$ cat src/rtl/memwriter_pkg.sv
// memwriter_pkg: FSM state encoding and frame opcode shared by the memwriter slice.
// Rev 1.0
`timescale 1ns/1ps
`default_nettype none

package memwriter_pkg;

   typedef enum logic [2:0] {
      IDLE   = 3'd0,
      ADR_HI = 3'd1,
      ADR_LO = 3'd2,
      CNT_HI = 3'd3,
      CNT_LO = 3'd4,
      DATA   = 3'd5,
      WRITE  = 3'd6,
      DONE   = 3'd7
   } state_t;

   localparam logic [7:0] OPC_WRITE = 8'h57;

endpackage

`default_nettype wire

$ cat src/rtl/memwriter.sv
// memwriter: framed byte-stream loader that assembles big-endian words onto a RAM write port.
// Rev 1.0
`timescale 1ns/1ps
`default_nettype none

module memwriter
   import memwriter_pkg::*;
#(
   parameter int AWIDTH = 16,
   parameter int DWIDTH = 32
) (
   input  logic              clk_i,
   input  logic              rst_i,
   input  logic [7:0]        in_data,
   input  logic              in_valid,
   output logic              in_ready,
   output logic [AWIDTH-1:0] mem_adr,
   output logic [DWIDTH-1:0] mem_dat,
   output logic              mem_we,
   output logic              busy,
   output logic              done,
   output logic              err
);

   localparam int NBYTES = DWIDTH / 8;
   localparam int BCW    = (NBYTES > 1) ? $clog2(NBYTES) : 1;
   localparam logic [BCW-1:0] LAST_BYTE = BCW'(NBYTES - 1);

   state_t              state;
   logic [BCW-1:0]      byte_cnt;
   logic [15:0]         adr;
   logic [15:0]         cnt;
   logic [DWIDTH-1:0]   shreg;
   logic                accept;
   logic [DWIDTH+7:0]   wide;
   logic [DWIDTH-1:0]   shifted;

   always_comb begin
      accept  = in_valid & in_ready;
      wide    = {shreg, in_data};
      shifted = wide[DWIDTH-1:0];
   end

   always_ff @(posedge clk_i or posedge rst_i) begin
      if (rst_i) begin
         state    <= IDLE;
         byte_cnt <= '0;
         adr      <= '0;
         cnt      <= '0;
         shreg    <= '0;
         in_ready <= 1'b1;
         mem_adr  <= '0;
         mem_dat  <= '0;
         mem_we   <= 1'b0;
         busy     <= 1'b0;
         done     <= 1'b0;
         err      <= 1'b0;
      end else begin
         mem_we <= 1'b0;
         done   <= 1'b0;
         err    <= 1'b0;
         case (state)
            IDLE: begin
               if (accept) begin
                  if (in_data == OPC_WRITE) begin
                     state <= ADR_HI;
                     busy  <= 1'b1;
                  end else begin
                     err <= 1'b1;
                  end
               end
            end
            ADR_HI: begin
               if (accept) begin
                  adr[15:8] <= in_data;
                  state     <= ADR_LO;
               end
            end
            ADR_LO: begin
               if (accept) begin
                  adr[7:0] <= in_data;
                  state    <= CNT_HI;
               end
            end
            CNT_HI: begin
               if (accept) begin
                  cnt[15:8] <= in_data;
                  state     <= CNT_LO;
               end
            end
            CNT_LO: begin
               if (accept) begin
                  cnt[7:0] <= in_data;
                  byte_cnt <= '0;
                  if ({cnt[15:8], in_data} == 16'd0) begin
                     state    <= DONE;
                     in_ready <= 1'b0;
                     done     <= 1'b1;
                  end else begin
                     state <= DATA;
                  end
               end
            end
            DATA: begin
               if (accept) begin
                  shreg <= shifted;
                  if (byte_cnt == LAST_BYTE) begin
                     // Launch the write straight from the completed word so it lands in WRITE.
                     state    <= WRITE;
                     in_ready <= 1'b0;
                     mem_we   <= 1'b1;
                     mem_adr  <= adr[AWIDTH-1:0];
                     mem_dat  <= shifted;
                     byte_cnt <= '0;
                  end else begin
                     byte_cnt <= byte_cnt + BCW'(1);
                  end
               end
            end
            WRITE: begin
               cnt <= cnt - 16'd1;
               adr <= adr + 16'd1;
               if (cnt == 16'd1) begin
                  state <= DONE;
                  done  <= 1'b1;
               end else begin
                  state    <= DATA;
                  in_ready <= 1'b1;
               end
            end
            DONE: begin
               state    <= IDLE;
               busy     <= 1'b0;
               in_ready <= 1'b1;
            end
            default: begin
               state    <= IDLE;
               busy     <= 1'b0;
               in_ready <= 1'b1;
            end
         endcase
      end
   end

endmodule

`default_nettype wire

$ cat config.mk
export PLATFORM = sky130hd
export DESIGN_NAME = memwriter
export DESIGN_NICKNAME = d
export VERILOG_FILES = /design/src/rtl/memwriter_pkg.sv /design/src/rtl/memwriter.sv
export SDC_FILE = /design/constraint.sdc
export NUM_CORES = 1
export LEC_CHECK = 0
export BUFFER_PORTS_ARGS = -buffer_cell sky130_fd_sc_hd__buf_4
export CAP_MARGIN = 20
export CORE_ASPECT_RATIO = 0.5
export CORE_MARGIN = 1.5
export CORE_UTILIZATION = 45
export CTS_CLUSTER_DIAMETER = 50
export DETAILED_ROUTE_END_ITERATION = 7
export HOLD_SLACK_MARGIN = 0.15
export SYNTH_ARGS = -nofsm -noshare
export SYNTH_HDL_FRONTEND = slang
export SYNTH_SLANG_ARGS = --single-unit
$ cat constraint.sdc
create_clock -name clk_i -period 5.4 [get_ports clk_i]
set_clock_uncertainty 0.05 [all_clocks]
set_input_delay 1.08 -clock clk_i [delete_from_list [all_inputs] [get_ports clk_i]]
set_output_delay 1.08 -clock clk_i [all_outputs]
set_load 0.01 [all_outputs]
=== Word-level counts from Yosys, hierarchy flattened ===
Index checks and enable logic that the tools add are counted.

* Add/subtract/negate cells: 3
* Equality and inequality tests: 20
* Mux-type cells: 39
* Bitwise operators: 1
* Reductions and logical operators: 19

{| class="wikitable"
|+ Operator list
! operator !! number
|-
| one-hot mux 8 bit (2 select lines) || 4
|-
| two-way mux 3 bit || 8
|-
| one-hot mux 3 bit (8 select lines) || 1
|-
| inequality test 2 bit, second input constant || 10
|-
| adder 16 x 1 -> 16 bit, second input constant || 1
|-
| equality test 16 x 1 -> 1 bit, second input constant || 1
|-
| zero test 16 bit || 1
|-
| two-way mux 1 bit || 16
|-
| subtractor 16 x 1 -> 16 bit, second input constant || 1
|-
| equality test 3 bit, second input constant || 4
|-
| nonzero test 2 bit || 6
|-
| two-way mux 2 bit || 5
|-
| AND reduction 2 bit || 5
|-
| AND reduction 3 bit || 3
|-
| equality test 8 x 7 -> 1 bit, second input constant || 1
|-
| two-way mux 8 bit || 1
|-
| AND reduction 8 bit || 1
|-
| equality test 3 x 2 -> 1 bit, second input constant || 2
|-
| AND reduction 6 bit || 1
|-
| one-hot mux 1 bit (2 select lines) || 2
|-
| one-hot mux 1 bit (4 select lines) || 1
|-
| one-hot mux 2 bit (2 select lines) || 1
|-
| nonzero test 4 bit || 1
|-
| equality test 3 x 1 -> 1 bit, second input constant || 1
|-
| 4 further kinds || 4
|}

* Register bits after elaboration: 114

=== Longest topological paths before layout ===
* Depth after elaboration: 4
* Gate-level depth with buffers: 6
* Gate-level depth less buffers: 5

=== Worst setup path before layout ===
No wires, ideal clock.

* Path type: input to register
* Start: input in_data[0]
* End: register state[1]
* Arrival: 2141 ps
* Slack: 3127 ps
* Stages on the path: 5
* Buffers on the path: 1
* Cells stage by stage: clkbuf_1 > nor4_1 > nand4_1 > or3_1 > a31oi_1

* Cells in the longest elaborated chain, start to end: 4
* Elaborated cells on any way between the ends: 7

{| class="wikitable"
|+ Ends and longest elaborated chain
! what !! line !! text
|-
| start, declared || memwriter.sv:14 || <nowiki>input logic [7:0] in_data,</nowiki>
|-
| zero test 16 bit || memwriter.sv:95 || <nowiki>if ({cnt[15:8], in_data} == 16'd0) begin</nowiki>
|-
| two-way mux 2 bit || memwriter.sv:95 ||
|-
| two-way mux 3 bit || memwriter.sv:92 || <nowiki>if (accept) begin</nowiki>
|-
| one-hot mux 3 bit (8 select lines) || memwriter.sv:62 || <nowiki>case (state)</nowiki>
|-
| end signal, assigned || memwriter.sv:66 || <nowiki>state <= ADR_HI;</nowiki>
|-
| end signal, assigned || memwriter.sv:96 || <nowiki>state <= DONE;</nowiki>
|-
| end signal, assigned || memwriter.sv:100 || <nowiki>state <= DATA;</nowiki>
|-
| end, declared || memwriter.sv:29 || <nowiki>state_t state;</nowiki>
|}

Parallel ways exist; a longest one is shown, timed or not. The select of a mux whose other input is x is not followed.
A chain may end at the register's enable or synchronous reset.

=== Final worst setup path ===
* Start: register state[2]
* End: register mem_dat[25]

* Cells in the longest elaborated chain, start to end: 2

{| class="wikitable"
|+ Ends and longest elaborated chain
! what !! line !! text
|-
| start signal, assigned || memwriter.sv:46 || <nowiki>state <= IDLE;</nowiki>
|-
| start signal, assigned || memwriter.sv:66 ||
|-
| start signal, assigned || memwriter.sv:76 || <nowiki>state <= ADR_LO;</nowiki>
|-
| equality test 3 bit || memwriter.sv:62 ||
|-
| AND reduction 3 bit (no source line) || -- ||
|-
| end signal, assigned || memwriter.sv:113 || <nowiki>mem_dat <= shifted;</nowiki>
|-
| end, declared || memwriter.sv:18 || <nowiki>output logic [DWIDTH-1:0] mem_dat,</nowiki>
|}

Every way passes these cells.

==> results.json <==
{
  "drv_cap": 0,
  "postCtsSetupBuffers": 0,
  "routedWlPerCell_um": 17.9,
  "syn_area_per_cell_um2": 11.9,
  "pre_cts_ws_ns": 1.99,
  "syn_to_final_growth_pct": 23.6,
  "worst_pin_slew_ns": 1.01,
  "endpoint_kind": "flip-flop",
  "root_buffer": "clkbuf_16",
  "row_count": 27,
  "grt_use_total_pct": 21.2,
  "async_flop_share_pct": 100,
  "drt_first_pass_iters": 5,
  "ys.warnings.count": 0,
  "setup_viol": 0,
  "criticalPathCategory": "reg2reg",
  "slew-limit-headroom_pct": 32.2,
  "synth.area.top_cells": "dfrtp_1, mux2_2, nor2_1",
  "clk_pin_slew_worst_paths_ns": 0.05,
  "fp.dieW_um": 156,
  "antenna_found_initial": 0,
  "worst_ep_required_time_ns": 5.64,
  "first_global_vias": 3625,
  "yosysSeqAreaShare_pct": 54.3,
  "viasPerCell": 5.74,
  "io_buffers": 63,
  "setup_slack_ns": 2.12,
  "p_leak_nw": 3.17,
  "crit_fanout": 29,
  "grt_overflow": 0,
  "cts_buffer_depth": 2,
  "cts_resized": 0,
  "initial_core_util_pct": 47.0,
  "syn-cell-area_mm2": 0.00525,
  "drc_errors": 0,
  "post-synth-top-count-cell": "dfrtp_1",
  "synth_edf_count": 0,
  "vias": 3890,
  "grt_max_degree": 73,
  "synth_top_area_cell": "dfrtp_1",
  "synthTopCellsByCount": "dfrtp_1, mux2_2, nor2_1",
  "syn_inst": 443,
  "core_mm2": 0.0112,
  "finalHoldViolCount": 0,
  "drive_gt1_share_pct": 35.1,
  "rsz0062_at_grt": "false",
  "gp_congestion": 0.813,
  "drv_slew": 0,
  "place_area_mm2": 0.00586,
  "drt_iter0_drc": 289,
  "fin_tns_setup_ns": 0,
  "cts_sinks": 114,
  "numCtsBuffers": 17,
  "stdcell_area_mm2": 0.00649,
  "netlist.area_leader.share_pct": 53.8,
  "die_y_um": 79.4,
  "dieArea_mm2": 0.0124,
  "ys_ff_latch": 114,
  "run_status": "finished clean",
  "clkLatencyLatePin_ns": 0.41,
  "power_density_mw_per_mm2": 325,
  "worst_setup_path_start_kind": "flip-flop",
  "fmaxAchievable_mhz": 305,
  "power_mw": 2.11,
  "detailed_place_hpwl_mm": 7.92,
  "vdd_drop_max_mv": 0.181,
  "htreeDepth": 4,
  "nets": 521,
  "cts_tree": "yes",
  "antennaDiodeCount": 0,
  "synthesis.nets": 458,
  "io_pins": 64,
  "hold_path_class": "reg2reg",
  "finalWirelength_mm": 12.1,
  "grt_pass1_wl_mm": 19.6,
  "synth_ff_type": "dfrtp_1",
  "synth.distinct_cells": 58,
  "finalCriticalPeriod_ns": 3.28,
  "fin_crit_sh_pct": 60.8,
  "critical_path_arrival_ns": 3.52,
  "hold_buffers": 0,
  "ant_nets": 0
}
## sequential cells by signal, indices dropped and copies added (netlist names)
name	count
mem_we	1
mem_dat	32
adr	16
busy	1
err	1
cnt	16
done	1
state	3
byte_cnt	2
mem_adr	16
in_ready	1
shreg	24
## through the flow
| stage | hold slack [ns] | cells | utilization [%] |
|---|---|---|---|
| 6_report | 0.439 | 678 | 58.0 |
| 5_1_grt | 0.471 | 678 | 58.0 |
| 4_1_cts | 0.443 | 678 | 58.0 |
| 3_5_place_dp | 0.424 | 646 | 52.4 |
| 3_3_place_gp | 0.414 | 645 | 52.2 |
| 2_1_floorplan | 0.404 | 443 | - |
## cell usage in the layout (no fill, tap or decap), types with 7 or more instances in the layout
cell	Yosys	routed
o21ai_0	18	18
nand2_1	23	22
o22ai_1	8	8
dfrtp_1	113	113
nand3_1	14	14
a211oi_1	12	12
mux2_2	71	71
a21oi_1	15	15
buf_4	1	64
nor3_1	14	14
clkbuf_16	0	17
nor2_1	25	25
and3_1	7	7
## worst max-delay path, stage by stage, from the launching register on
cell,delay (ns)
dfrtp_1,0.95
nand3_1,0.29
nor2_4,0.64
nand2_2,0.55
buf_12,0.34
mux2_1,0.31
## where the power goes
part / internal (mW) / total [mW] / leakage (nW) / switching (mW)
Combinational: 0.0130 / 0.0506 / 1.32 / 0.0375
Clock: 0.778 / 1.19 / 0.305 / 0.416
Sequential: 0.860 / 0.867 / 1.54 / 0.00684
Total: 1.65 / 2.11 / 3.17 / 0.461
## layer usage
metal	vias to the layer above	wire, um	GRT usage, %
met5	-	0	0
met4	0	144	6.86
met3	15	645	6.13
met2	105	5240	30.9
met1	1958	6080	30.5
li1	1812	-	-
## layout make-up
cell class,instances,area (um^2)
Sequential cell,114,2850
Clock inverter,14,203
Fill cell,959,4690
Multi-Input combinational cell,301,2270
Timing Repair Buffer,65,500
Tap cell,159,199
Inverter,7,28.8
Clock buffer,18,429
## worst paths after layout
check	startpoint	end	slack (ns)	cells after the start
worst max-delay path	state[2]	mem_dat[25]	2.12	5
worst min-delay path	mem_dat[25]	mem_dat[25]	0.44	1
worst max register to register	state[2]	mem_dat[25]	2.12	5
worst min register to register	mem_dat[25]	mem_dat[25]	0.44	1
max in group asynchronous	rst_i	in_ready	3.39	3
min in group asynchronous	rst_i	mem_dat[27]	0.81	2
## kinds of logic (layout without fill, tap and decap cells)
kind of cell	count (synthesis)	after routing	synth area share [%]
adder cells (fa/ha/maj)	4	4	0.953
buffers and inverters	28	104	2.38
multiplexers	76	76	16.2
flip-flops	114	114	54.3
AO/OA/AOI/OAI	95	95	12.4
AND/OR/NAND/NOR	126	126	13.7
No activity file was read; power rests on OpenSTA's default activity.
